$ cat config.mk
export PLATFORM = sky130hd
export DESIGN_NAME = vscale_mem_arbiter_flat
export DESIGN_NICKNAME = d
export VERILOG_FILES = /design/src/rtl/vscale_mem_arbiter_pkg.sv /design/src/rtl/vscale_mem_arbiter_if.sv /design/src/rtl/vscale_arb_align_check.sv /design/src/rtl/vscale_mem_arbiter.sv /design/src/flat_wrapper.sv
export SDC_FILE = /design/constraint.sdc
export NUM_CORES = 1
export LEC_CHECK = 0
export BUFFER_PORTS_ARGS = -buffer_cell sky130_fd_sc_hd__buf_2
export CORE_AREA = 4 4 105 107
export CTS_BUF_LIST = sky130_fd_sc_hd__clkbuf_8
export DETAILED_ROUTE_END_ITERATION = 8
export DIE_AREA = 0 0 109 111
export PLACE_DENSITY = 0.77
export SETUP_SLACK_MARGIN = 0.02
export SLEW_MARGIN = 0
export SYNTH_ARGS = -nofsm -noshare
export SYNTH_HDL_FRONTEND = slang
export SYNTH_HIERARCHICAL = 1
export SYNTH_SLANG_ARGS = --single-unit
$ cat constraint.sdc
create_clock -name clk -period 2.1 [get_ports clk]
set_input_delay 0.105 -clock clk [delete_from_list [all_inputs] [get_ports clk]]
set_output_delay 0.105 -clock clk [all_outputs]
set_load 0.02 [all_outputs]
$ cat src/rtl/vscale_mem_arbiter_pkg.sv
// Shared definitions for the vscale memory arbiter.
// Contents:
//   state_t - arbiter FSM states (S_IDLE, S_REQ, S_RESP)
//   gnt_t   - grant identifiers (GNT_IMEM, GNT_DMEM)
//   SIZE_*  - funct3 access size codes, plus the two-bit width classes
//             that the alignment check decodes
package vscale_mem_arbiter_pkg;

  typedef enum logic [1:0] {
    S_IDLE = 2'd0,
    S_REQ  = 2'd1,
    S_RESP = 2'd2
  } state_t;

  typedef enum logic {
    GNT_IMEM = 1'b0,
    GNT_DMEM = 1'b1
  } gnt_t;

  // funct3 load/store size codes
  localparam logic [2:0] SIZE_B  = 3'd0;
  localparam logic [2:0] SIZE_H  = 3'd1;
  localparam logic [2:0] SIZE_W  = 3'd2;
  localparam logic [2:0] SIZE_BU = 3'd4;
  localparam logic [2:0] SIZE_HU = 3'd5;

  // Width class carried in size[1:0]; the sign bit size[2] does not affect alignment
  localparam logic [1:0] SIZE_LO_B   = 2'd0;
  localparam logic [1:0] SIZE_LO_H   = 2'd1;
  localparam logic [1:0] SIZE_LO_W   = 2'd2;
  localparam logic [1:0] SIZE_LO_BAD = 2'd3;

endpackage

$ cat src/rtl/vscale_mem_arbiter_if.sv
// Single-outstanding memory bus between the arbiter and the memory/bridge.
// Signals:
//   mem_req_valid/mem_req_ready - command handshake
//   mem_addr/mem_wen/mem_size/mem_wdata - latched command
//   mem_resp_valid/mem_resp_err/mem_rdata - one-cycle response
// Modports: master (arbiter side), slave (memory side).
interface vscale_mem_arbiter_if #(
  parameter int ADDR_WIDTH = 32,
  parameter int DATA_WIDTH = 32
);

  logic                  mem_req_valid;
  logic                  mem_req_ready;
  logic [ADDR_WIDTH-1:0] mem_addr;
  logic                  mem_wen;
  logic [2:0]            mem_size;
  logic [DATA_WIDTH-1:0] mem_wdata;
  logic                  mem_resp_valid;
  logic                  mem_resp_err;
  logic [DATA_WIDTH-1:0] mem_rdata;

  modport master (
    output mem_req_valid,
    input  mem_req_ready,
    output mem_addr,
    output mem_wen,
    output mem_size,
    output mem_wdata,
    input  mem_resp_valid,
    input  mem_resp_err,
    input  mem_rdata
  );

  modport slave (
    input  mem_req_valid,
    output mem_req_ready,
    input  mem_addr,
    input  mem_wen,
    input  mem_size,
    input  mem_wdata,
    output mem_resp_valid,
    output mem_resp_err,
    output mem_rdata
  );

endinterface

$ cat src/rtl/vscale_arb_align_check.sv
// Combinational alignment check for a memory access.
// Ports:
//   addr_lo    in  2  low address bits
//   size_lo    in  2  width class of the funct3 size (size[1:0])
//   misaligned out 1  access is misaligned or the size is illegal
module vscale_arb_align_check
  import vscale_mem_arbiter_pkg::*;
(
  input  logic [1:0] addr_lo,
  input  logic [1:0] size_lo,
  output logic       misaligned
);

  always_comb begin
    misaligned = 1'b0;
    case (size_lo)
      SIZE_LO_B:   misaligned = 1'b0;
      SIZE_LO_H:   misaligned = addr_lo[0];
      SIZE_LO_W:   misaligned = (addr_lo != 2'b00);
      SIZE_LO_BAD: misaligned = 1'b1;
      default:     misaligned = 1'b1;
    endcase
  end

endmodule

$ cat src/rtl/vscale_mem_arbiter.sv
// Arbitrates one single-outstanding memory bus between the vscale
// instruction port (imem) and data port (dmem).
// Ports:
//   clk, reset_n                  clock, asynchronous active-low reset
//   imem_en/imem_addr             fetch request (held while imem_wait)
//   imem_rdata/wait/badmem_e      fetch result
//   dmem_en/wen/size/addr/wdata   data request (held while dmem_wait)
//   dmem_rdata/wait/badmem_e      data result
//   mem                           bus master modport (vscale_mem_arbiter_if)
// Build option:
//   VSCALE_ARB_RR_EN - round-robin arbitration when both ports request;
//                      otherwise dmem has fixed priority.
module vscale_mem_arbiter
  import vscale_mem_arbiter_pkg::*;
#(
  parameter int ADDR_WIDTH     = 32,
  parameter int DATA_WIDTH     = 32,
  parameter int TIMEOUT_CYCLES = 255
) (
  input  logic                  clk,
  input  logic                  reset_n,
  input  logic                  imem_en,
  input  logic [ADDR_WIDTH-1:0] imem_addr,
  output logic [DATA_WIDTH-1:0] imem_rdata,
  output logic                  imem_wait,
  output logic                  imem_badmem_e,
  input  logic                  dmem_en,
  input  logic                  dmem_wen,
  input  logic [2:0]            dmem_size,
  input  logic [ADDR_WIDTH-1:0] dmem_addr,
  input  logic [DATA_WIDTH-1:0] dmem_wdata,
  output logic [DATA_WIDTH-1:0] dmem_rdata,
  output logic                  dmem_wait,
  output logic                  dmem_badmem_e,
  vscale_mem_arbiter_if.master  mem
);

  localparam int CNT_W = (TIMEOUT_CYCLES < 2) ? 1 : $clog2(TIMEOUT_CYCLES + 1);
  localparam logic [CNT_W-1:0] CNT_LAST = CNT_W'(TIMEOUT_CYCLES - 1);

  state_t                state_q, state_d;
  gnt_t                  gnt_q;
  logic [CNT_W-1:0]      cnt_q, cnt_d;
  logic                  req_valid_q;
  logic [ADDR_WIDTH-1:0] addr_q;
  logic                  wen_q;
  logic [2:0]            size_q;
  logic [DATA_WIDTH-1:0] wdata_q;

  logic                  any_req;
  logic                  win_dmem;
  logic [ADDR_WIDTH-1:0] sel_addr;
  logic                  sel_wen;
  logic [2:0]            sel_size;
  logic [DATA_WIDTH-1:0] sel_wdata;
  logic                  misaligned;

  logic                  grant_load;
  logic                  complete;
  logic                  done_ok;
  gnt_t                  done_gnt;
  logic                  done_err;
  logic [DATA_WIDTH-1:0] done_data;

`ifdef VSCALE_ARB_RR_EN
  gnt_t last_grant_q;
  logic grant_evt;
`endif

  // Winner selection among current requesters
  always_comb begin
    any_req = imem_en || dmem_en;
`ifdef VSCALE_ARB_RR_EN
    win_dmem = dmem_en && (!imem_en || (last_grant_q == GNT_IMEM));
`else
    win_dmem = dmem_en;
`endif
    // imem accesses are always word loads
    sel_addr  = win_dmem ? dmem_addr  : imem_addr;
    sel_wen   = win_dmem ? dmem_wen   : 1'b0;
    sel_size  = win_dmem ? dmem_size  : SIZE_W;
    sel_wdata = win_dmem ? dmem_wdata : '0;
  end

  vscale_arb_align_check u_align (
    .addr_lo    (sel_addr[1:0]),
    .size_lo    (sel_size[1:0]),
    .misaligned (misaligned)
  );

  // Next-state, completion and grant decode
  always_comb begin
    state_d    = state_q;
    cnt_d      = cnt_q;
    grant_load = 1'b0;
    complete   = 1'b0;
    done_gnt   = gnt_q;
    done_err   = 1'b0;
    done_data  = '0;
    case (state_q)
      S_IDLE: begin
        if (any_req) begin
          done_gnt = win_dmem ? GNT_DMEM : GNT_IMEM;
          if (misaligned) begin
            // Alignment errors complete in place without touching the bus
            complete = 1'b1;
            done_err = 1'b1;
          end else begin
            grant_load = 1'b1;
            state_d    = S_REQ;
          end
        end
      end
      S_REQ: begin
        if (mem.mem_req_ready) begin
          state_d = S_RESP;
          cnt_d   = '0;
        end
      end
      S_RESP: begin
        cnt_d = cnt_q + CNT_W'(1);
        if (mem.mem_resp_valid) begin
          complete  = 1'b1;
          done_err  = mem.mem_resp_err;
          done_data = mem.mem_rdata;
          state_d   = S_IDLE;
        end else if (cnt_q == CNT_LAST) begin
          complete = 1'b1;
          done_err = 1'b1;
          state_d  = S_IDLE;
        end
      end
      default: begin
        state_d = S_IDLE;
      end
    endcase
  end

  // While in reset nothing completes; requesters just see wait
  assign done_ok = complete && reset_n;

  always_comb begin
    imem_wait     = imem_en && !(done_ok && (done_gnt == GNT_IMEM));
    dmem_wait     = dmem_en && !(done_ok && (done_gnt == GNT_DMEM));
    imem_badmem_e = imem_en && done_ok && (done_gnt == GNT_IMEM) && done_err;
    dmem_badmem_e = dmem_en && done_ok && (done_gnt == GNT_DMEM) && done_err;
    imem_rdata    = (done_ok && (done_gnt == GNT_IMEM)) ? done_data : '0;
    dmem_rdata    = (done_ok && (done_gnt == GNT_DMEM)) ? done_data : '0;
  end

  // State, grant, timeout counter and latched command
  always_ff @(posedge clk or negedge reset_n) begin
    if (!reset_n) begin
      state_q     <= S_IDLE;
      gnt_q       <= GNT_IMEM;
      cnt_q       <= '0;
      req_valid_q <= 1'b0;
      addr_q      <= '0;
      wen_q       <= 1'b0;
      size_q      <= '0;
      wdata_q     <= '0;
    end else begin
      state_q <= state_d;
      cnt_q   <= cnt_d;
      if (grant_load) begin
        gnt_q       <= done_gnt;
        req_valid_q <= 1'b1;
        addr_q      <= sel_addr;
        wen_q       <= sel_wen;
        size_q      <= sel_size;
        wdata_q     <= sel_wdata;
      end else if ((state_q == S_REQ) && mem.mem_req_ready) begin
        req_valid_q <= 1'b0;
      end
    end
  end

`ifdef VSCALE_ARB_RR_EN
  // Every grant counts, including alignment-error completions
  assign grant_evt = (state_q == S_IDLE) && any_req;

  always_ff @(posedge clk or negedge reset_n) begin
    if (!reset_n) begin
      last_grant_q <= GNT_IMEM;
    end else if (grant_evt) begin
      last_grant_q <= done_gnt;
    end
  end
`endif

  assign mem.mem_req_valid = req_valid_q;
  assign mem.mem_addr      = addr_q;
  assign mem.mem_wen       = wen_q;
  assign mem.mem_size      = size_q;
  assign mem.mem_wdata     = wdata_q;

endmodule

$ cat src/flat_wrapper.sv
// flat-port wrapper written by rule: the top's interface ports become plain ports
module vscale_mem_arbiter_flat import vscale_mem_arbiter_pkg::*;
#(
  parameter int ADDR_WIDTH     = 32,
  parameter int DATA_WIDTH     = 32,
  parameter int TIMEOUT_CYCLES = 255
)
  (clk, reset_n, imem_en, imem_addr, imem_rdata, imem_wait, imem_badmem_e, dmem_en, dmem_wen, dmem_size, dmem_addr, dmem_wdata, dmem_rdata, dmem_wait, dmem_badmem_e, mem_mem_req_valid, mem_mem_req_ready, mem_mem_addr, mem_mem_wen, mem_mem_size, mem_mem_wdata, mem_mem_resp_valid, mem_mem_resp_err, mem_mem_rdata);
  vscale_mem_arbiter_if #(.ADDR_WIDTH(ADDR_WIDTH), .DATA_WIDTH(DATA_WIDTH)) mem_i ();
  input  logic clk;
  input  logic reset_n;
  input  logic imem_en;
  input  logic [ADDR_WIDTH-1:0] imem_addr;
  output logic [DATA_WIDTH-1:0] imem_rdata;
  output logic imem_wait;
  output logic imem_badmem_e;
  input  logic dmem_en;
  input  logic dmem_wen;
  input  logic [2:0] dmem_size;
  input  logic [ADDR_WIDTH-1:0] dmem_addr;
  input  logic [DATA_WIDTH-1:0] dmem_wdata;
  output logic [DATA_WIDTH-1:0] dmem_rdata;
  output logic dmem_wait;
  output logic dmem_badmem_e;
  output wire logic [$bits(mem_i.mem_req_valid)-1:0] mem_mem_req_valid;
  input wire logic [$bits(mem_i.mem_req_ready)-1:0] mem_mem_req_ready;
  output wire logic [$bits(mem_i.mem_addr)-1:0] mem_mem_addr;
  output wire logic [$bits(mem_i.mem_wen)-1:0] mem_mem_wen;
  output wire logic [$bits(mem_i.mem_size)-1:0] mem_mem_size;
  output wire logic [$bits(mem_i.mem_wdata)-1:0] mem_mem_wdata;
  input wire logic [$bits(mem_i.mem_resp_valid)-1:0] mem_mem_resp_valid;
  input wire logic [$bits(mem_i.mem_resp_err)-1:0] mem_mem_resp_err;
  input wire logic [$bits(mem_i.mem_rdata)-1:0] mem_mem_rdata;
  assign mem_mem_req_valid = mem_i.mem_req_valid;
  assign mem_i.mem_req_ready = mem_mem_req_ready;
  assign mem_mem_addr = mem_i.mem_addr;
  assign mem_mem_wen = mem_i.mem_wen;
  assign mem_mem_size = mem_i.mem_size;
  assign mem_mem_wdata = mem_i.mem_wdata;
  assign mem_i.mem_resp_valid = mem_mem_resp_valid;
  assign mem_i.mem_resp_err = mem_mem_resp_err;
  assign mem_i.mem_rdata = mem_mem_rdata;
  vscale_mem_arbiter #(.ADDR_WIDTH(ADDR_WIDTH), .DATA_WIDTH(DATA_WIDTH), .TIMEOUT_CYCLES(TIMEOUT_CYCLES)) u_core (.clk(clk), .reset_n(reset_n), .imem_en(imem_en), .imem_addr(imem_addr), .imem_rdata(imem_rdata), .imem_wait(imem_wait), .imem_badmem_e(imem_badmem_e), .dmem_en(dmem_en), .dmem_wen(dmem_wen), .dmem_size(dmem_size), .dmem_addr(dmem_addr), .dmem_wdata(dmem_wdata), .dmem_rdata(dmem_rdata), .dmem_wait(dmem_wait), .dmem_badmem_e(dmem_badmem_e), .mem(mem_i));
endmodule
Yosys cells after proc, flatten, opt, wreduce, memory -nomap -nowiden:

Cells that the tools add are included.

* register bits: 80
* logic and storage cells: 74
* output and inout bits: 137

* $add $sub $neg: 1
* mux-type cells: 32
* eq/ne operators: 10
* reduce and logical (&&, ||, !) cells: 22
* bitwise operators: 1

Operators with widths (number)
* $mux 32: 6
* $pmux 8 s2: 1
* $mux 1: 14
* $logic_and 1x1->1: 12
* $mux 2: 5
* $add 8x1->8 const B: 1
* $eq 8x8->1 const B: 1
* $mux 8: 1
* $eq 2x2->1 const B: 3
* $pmux 2 s3: 1
* $reduce_bool 2->1: 3
* $eq 2x1->1 const B: 2
* $logic_not 2->1: 2
* $ne 2x2->1 const B: 2
* $pmux 1 s2: 2
* $pmux 1 s4: 1
* $reduce_and 4->1: 1
* $mux 3: 1
* $ne 3x2->1 const B: 1
* $logic_not 1->1: 2
* $ne 2x1->1 const B: 1
* $reduce_and 2->1: 1
* $logic_or 1x1->1: 1
* $not 1->1: 1

Depth between registers and ports, before layout:

* word-level depth: 10
* depth in mapped cells: 11
* mapped depth without buffers: 7

Hierarchy:

The synthesis kept the hierarchy.

Modules (own cells, without submodules)
* vscale_mem_arbiter: instances 1, area an instance 3981.3 um2, cells each 408
* vscale_arb_align_check: instances 1, area an instance 13.8 um2, cells each 3

Least setup slack after synthesis:

OpenSTA, ideal clock, no wires.

* kind: input-to-output
* start: input dmem_en
* end: output dmem_rdata[11]
* stages on the path: 11
* path slack: -0.235 ns
* buffers on the path: 4
* data arrival time: 2.230 ns
* cell sequence: buf_4 > buf_1 > and2_1 > nor3_1 > nor2_1 > o21ai_0 > o21ai_0 > a32oi_1 > buf_4 > buf_6 > nor3_1

* longest elaborated chain between the ends: 9

Ends and longest elaborated chain
* start, declared: line flat_wrapper.sv:17 `input logic dmem_en;`
* $mux 3 (*): line vscale_mem_arbiter.sv:81 `sel_size = win_dmem ? dmem_size : SIZE_W;`
* via u_core.sel_size[0]: line vscale_mem_arbiter.sv:54 `logic [2:0] sel_size;`
* $eq 2x2->1, or another cell as far along: line vscale_arb_align_check.sv:16 `case (size_lo)`
* $pmux 1 s4 (*): line vscale_arb_align_check.sv:16
* via u_core.misaligned: line vscale_mem_arbiter.sv:56 `logic misaligned;`
* $mux 1 (*): line vscale_mem_arbiter.sv:104 `if (misaligned) begin`
* $mux 1 (*): line vscale_mem_arbiter.sv:102 `if (any_req) begin`
* $pmux 1 s2 (*): line vscale_mem_arbiter.sv:100 `case (state_q)`
* $logic_and 1x1->1 (*): line vscale_mem_arbiter.sv:140 `assign done_ok = complete && reset_n;`
* $logic_and 1x1->1 (*): line vscale_mem_arbiter.sv:148 `dmem_rdata = (done_ok && (done_gnt == GNT_DMEM)) ? done_data : '0;`
* $mux 32 (*): line vscale_mem_arbiter.sv:148
* end, declared: line flat_wrapper.sv:22 `output logic [DATA_WIDTH-1:0] dmem_rdata;`

The timed path passes the listed nets; every way through them passes the cells marked *.

Final worst setup path:

* start: register u_core.cnt_q[5]
* end: output imem_rdata[8]

* longest elaborated chain between the ends: 7

Ends and longest elaborated chain
* start, declared: line vscale_mem_arbiter.sv:43 `logic [CNT_W-1:0] cnt_q, cnt_d;`
* start signal, assigned: line vscale_mem_arbiter.sv:164 `cnt_q <= cnt_d;`
* $eq 8x8->1: line vscale_mem_arbiter.sv:127 `end else if (cnt_q == CNT_LAST) begin`
* $mux 1: line vscale_mem_arbiter.sv:127
* $mux 1: line vscale_mem_arbiter.sv:122 `if (mem.mem_resp_valid) begin`
* $pmux 1 s2: line vscale_mem_arbiter.sv:100
* $logic_and 1x1->1: line vscale_mem_arbiter.sv:140
* $logic_and 1x1->1: line vscale_mem_arbiter.sv:147 `imem_rdata = (done_ok && (done_gnt == GNT_IMEM)) ? done_data : '0;`
* $mux 32: line vscale_mem_arbiter.sv:147
* end, declared: line flat_wrapper.sv:14 `output logic [DATA_WIDTH-1:0] imem_rdata;`

Every way passes these cells.

==> metrics.md <==
| Metric | Value |
|---|---|
| Status | complete, but fails checks |
| Remaining Overflow, GRT | 0 |
| Reg-to-reg startpoint | u_core/state_q[0] |
| CTS tree | yes |
| Setup TNS | -7.99 ns |
| CP peak stage delay | between 0.4 and 0.5 ns |
| Main combinational cell family by area after synthesis | simple AND/OR/NAND/NOR gates |
| Final setup vio count | 68 |
| Slew Limit Fails | 0 |
| Startpoint types | register |
| Hold path startpoint | imem_addr[10] |
| Mean post-synth cell area | between 9 and 10 sq um |
| Yosys top cell area share | 50.1% |
| Hold Slack | 0.0440 ns |
| Leakage power | 3.72 nW |
| H-Tree Depth | 3 |
| Chip height | 111 um |
| Die X | 109 um |
| Layout cell share with drive strength beyond 1 | 56.8% |
| GRT Util Overall | 25.1% |
| DR vias | 4790 |
| Setup WS post-layout | -0.215 ns |
| Synth Warn # | 6 |
| Worst EP arrival | approximately 2.2 ns |
| Cts bufs inserted | 9 |
| Antenna violations before repair | 3 |
| Vias per cell | approximately 5.4 |
| XOR/XNOR share of the synthesized area | less than 1% |
| Number of clock sinks | 80 |
| Largest vdd supply drop | 0.000780 V |
| Max cap viols | 0 |
| Post-synth EDFFs | 0 |
| Drt drc | 0 |
| Site row count | 37 |
| Core Region | 0.0101 sq mm |
| Hold crit path type | input pin to register |
| Pin count of the biggest net entering global routing | 79 |
| Pre-antenna DRT Iters | 5 |
| Initial core utilization | 39.4% |
| Most frequent cells in the layout | buf_2 (207), dfrtp_1 (76), nand2_1 (67) |
| Vias in the first global route | 4710 |
| R2R depth | 3 |
| Failing checks | negative setup slack |
| Reg-to-reg setup timing slack | 0.42 ns |
| Total power | 8.05 mW |
| Fillers | between 600 and 700 |
| Number of cells on the worst hold path | 3 |
| Setup CP Type | register to primary output |
| I/O pins | 276 |
| Worst skew pair latency | roughly 0.35 ns |
| First-pass GRT wire length | between 20 and 25 mm |
| Area Overhead vs Synth | 85.8% |
| Number of port buffers | 275 |
| Worst-Margin Slew | just under 1 ns |
| Mapped Cells | between 400 and 500 |
| Commonest non-fill, non-tap cell in the layout | buf_2 |
| Fmax achieved | around 430 MHz |
| FF-to-FF End | u_core/mem.mem_wdata[20] |
| CTS Buffer Depth | 2 |
| Multiplexer area fraction after synthesis | roughly 9.6% |
| Post-synthesis sequential area ratio | 50.1% |
| Routed Antenna Nets | 0 |
| Hold Crit Endpoint | u_core/mem.mem_addr[10] |
| Post-DP HPWL | 10.6 mm |
| Worst slack at placement | 0.00223 ns |
| Async SR Flop Fraction | 100% |
| Netlist cell types | 39 |
| #FFs+latches synth | 80 |
| Yosys top cell by area | dfrtp_1 |
| Die ar. | 0.0121 sq mm |
| Synth top area cells | dfrtp_1 (50%), nor3_1 (8.4%), mux2i_1 (8.0%) |
| Required time of the critical path | 2.00 ns |
| Mapped cell area | 0.00400 sq mm |
| PwrDens | 1090 mW/mm^2 |
| Critical-path top delay cell | dfrtp_1 |
| CTS root buf | clkbuf_8 |
| Net count of the mapped netlist | 552 |
| Crit path capture type | primary output |
| Synth Area in Compound Gates | about 15% |
| 1st-iter DRT viols | 300 |
| Clk_skew | between 0.01 and 0.015 ns |
| Crit Path Max Fanout | 12 |
| Final Hold Viols | 0 |
| Unrepaired setup endpoints after global routing | yes |
| Period utilisation layout | 110% |
| Detailed Route WL | 17.3 mm |
| Tmin final | 2.31 ns |
| Simple-Gate Fraction of Synth Area | 19.8% |
| Clock-pin slew on the worst setup and hold paths | around 0.1 ns |
| GPL Wtd Cong | 0.906 |
| Routed len/inst | 19.6 um |
| Main synth FF type | dfrtp_1 |
| Cells along the critical path | nand4_1, nor2_4, a32oi_4, bufbuf_16, nor3_1, buf_4 |
| Post-Synth Adder-Cell Area | 0.626% |
| Rel. slew slack | 35.2% |
| Nets@finish | 879 |
[critical path, delay by kind of cell, from the launching register on]
kind	cells	cell delay, ns
AOI/OAI and AO/OA	1	0.16
and+or+nand+nor	3	0.75
buffers and inverters	2	0.51
DFF	1	0.44
[cells in the mapped netlist, drive strengths merged (3+ instances only)]
cell,n
dfrtp,80
nand2,74
nor3,67
o21ai,39
a22o,35
mux2i,32
buf,23
clkbuf,13
nor2,6
mux2,5
and2,4
nand2b,3
nand3,3
nand4,3
[per-layer routing]
layer	wire [um]	part of all wire (%)	track usage, %
met3	1370	7.9	4.72
met1	6070	35	30.3
met5	0	0	0
met4	939	5.4	10.2
met2	8930	52	43.2
[flip-flops by register name (all words and copies together) (netlist names)]
| signal | flops |
|---|---|
| u_core/mem.mem_addr | 32 |
| u_core/mem.mem_wdata | 32 |
| u_core/cnt_q | 8 |
| u_core/mem.mem_size | 3 |
| u_core/state_q | 2 |
| u_core/gnt_q | 1 |
| u_core/mem.mem_req_valid | 1 |
| u_core/mem.mem_wen | 1 |
[power by group]
| part | total, mW | switching (mW) | internal, mW |
|---|---|---|---|
| Combinational | 4.25 | 2.60 | 1.65 |
| Clock | 1.21 | 0.633 | 0.575 |
| Sequential | 2.59 | 0.398 | 2.19 |
[final cells by class]
class	instances	area [sq um]	area share, %
repair buffers	352	2610	35.1
multi-input cells	294	2420	32.6
flip-flops and latches	80	2010	27.0
well taps	136	170	2.29
clock buffers	9	124	1.67
clock inverters	7	85.1	1.15
diodes	3	7.51	0.101
inverters	1	3.75	0.0506
[cells by family (layout without fill, tap and decap cells)]
kind of cell,Yosys count,in the layout
simple gates,169,169
other cells,0,3
mux,37,37
flops,80,80
buf+inv,37,369
compound gates,85,85
fa+ha+maj,2,2
xor+xnor,1,1
[worst max-delay path by stage]
stage / startpoint / endpoint / slack, ns / cells after the start
4_1_cts: u_core/cnt_q[2] / dmem_badmem_e / -0.05 / 5
3_5_place_dp: dmem_en / dmem_rdata[15] / 0.002 / 10
5_1_grt: u_core/cnt_q[5] / imem_rdata[8] / -0.26 / 6
3_3_place_gp: dmem_en / dmem_rdata[15] / 0.03 / 10
6_report: u_core/cnt_q[5] / imem_rdata[8] / -0.21 / 6
2_1_floorplan: dmem_en / u_core/mem.mem_addr[0] / 0.07 / 9
[metrics by stage]
step | std cells | util (%) | instance area (sq um)
floorplan | 411 | - | 4150
global placement | 802 | 56.4 | 5720
finish | 882 | 73.2 | 7420
detailed placement | 802 | 56.4 | 5720
global route | 882 | 73.2 | 7420
CTS | 871 | 67.7 | 6860
[what timing repair did]
item / CTS / global route
hold endpoints to repair: 39 / 0
cloned: 5 / 3
gates resized for setup: 97 / 103
pin swaps: 18 / 19
buffers inserted: 10 / 5
hold buffers: 38 / 0
setup endpoints to repair: 68 / 68
Power figures use the tool's default switching activity.
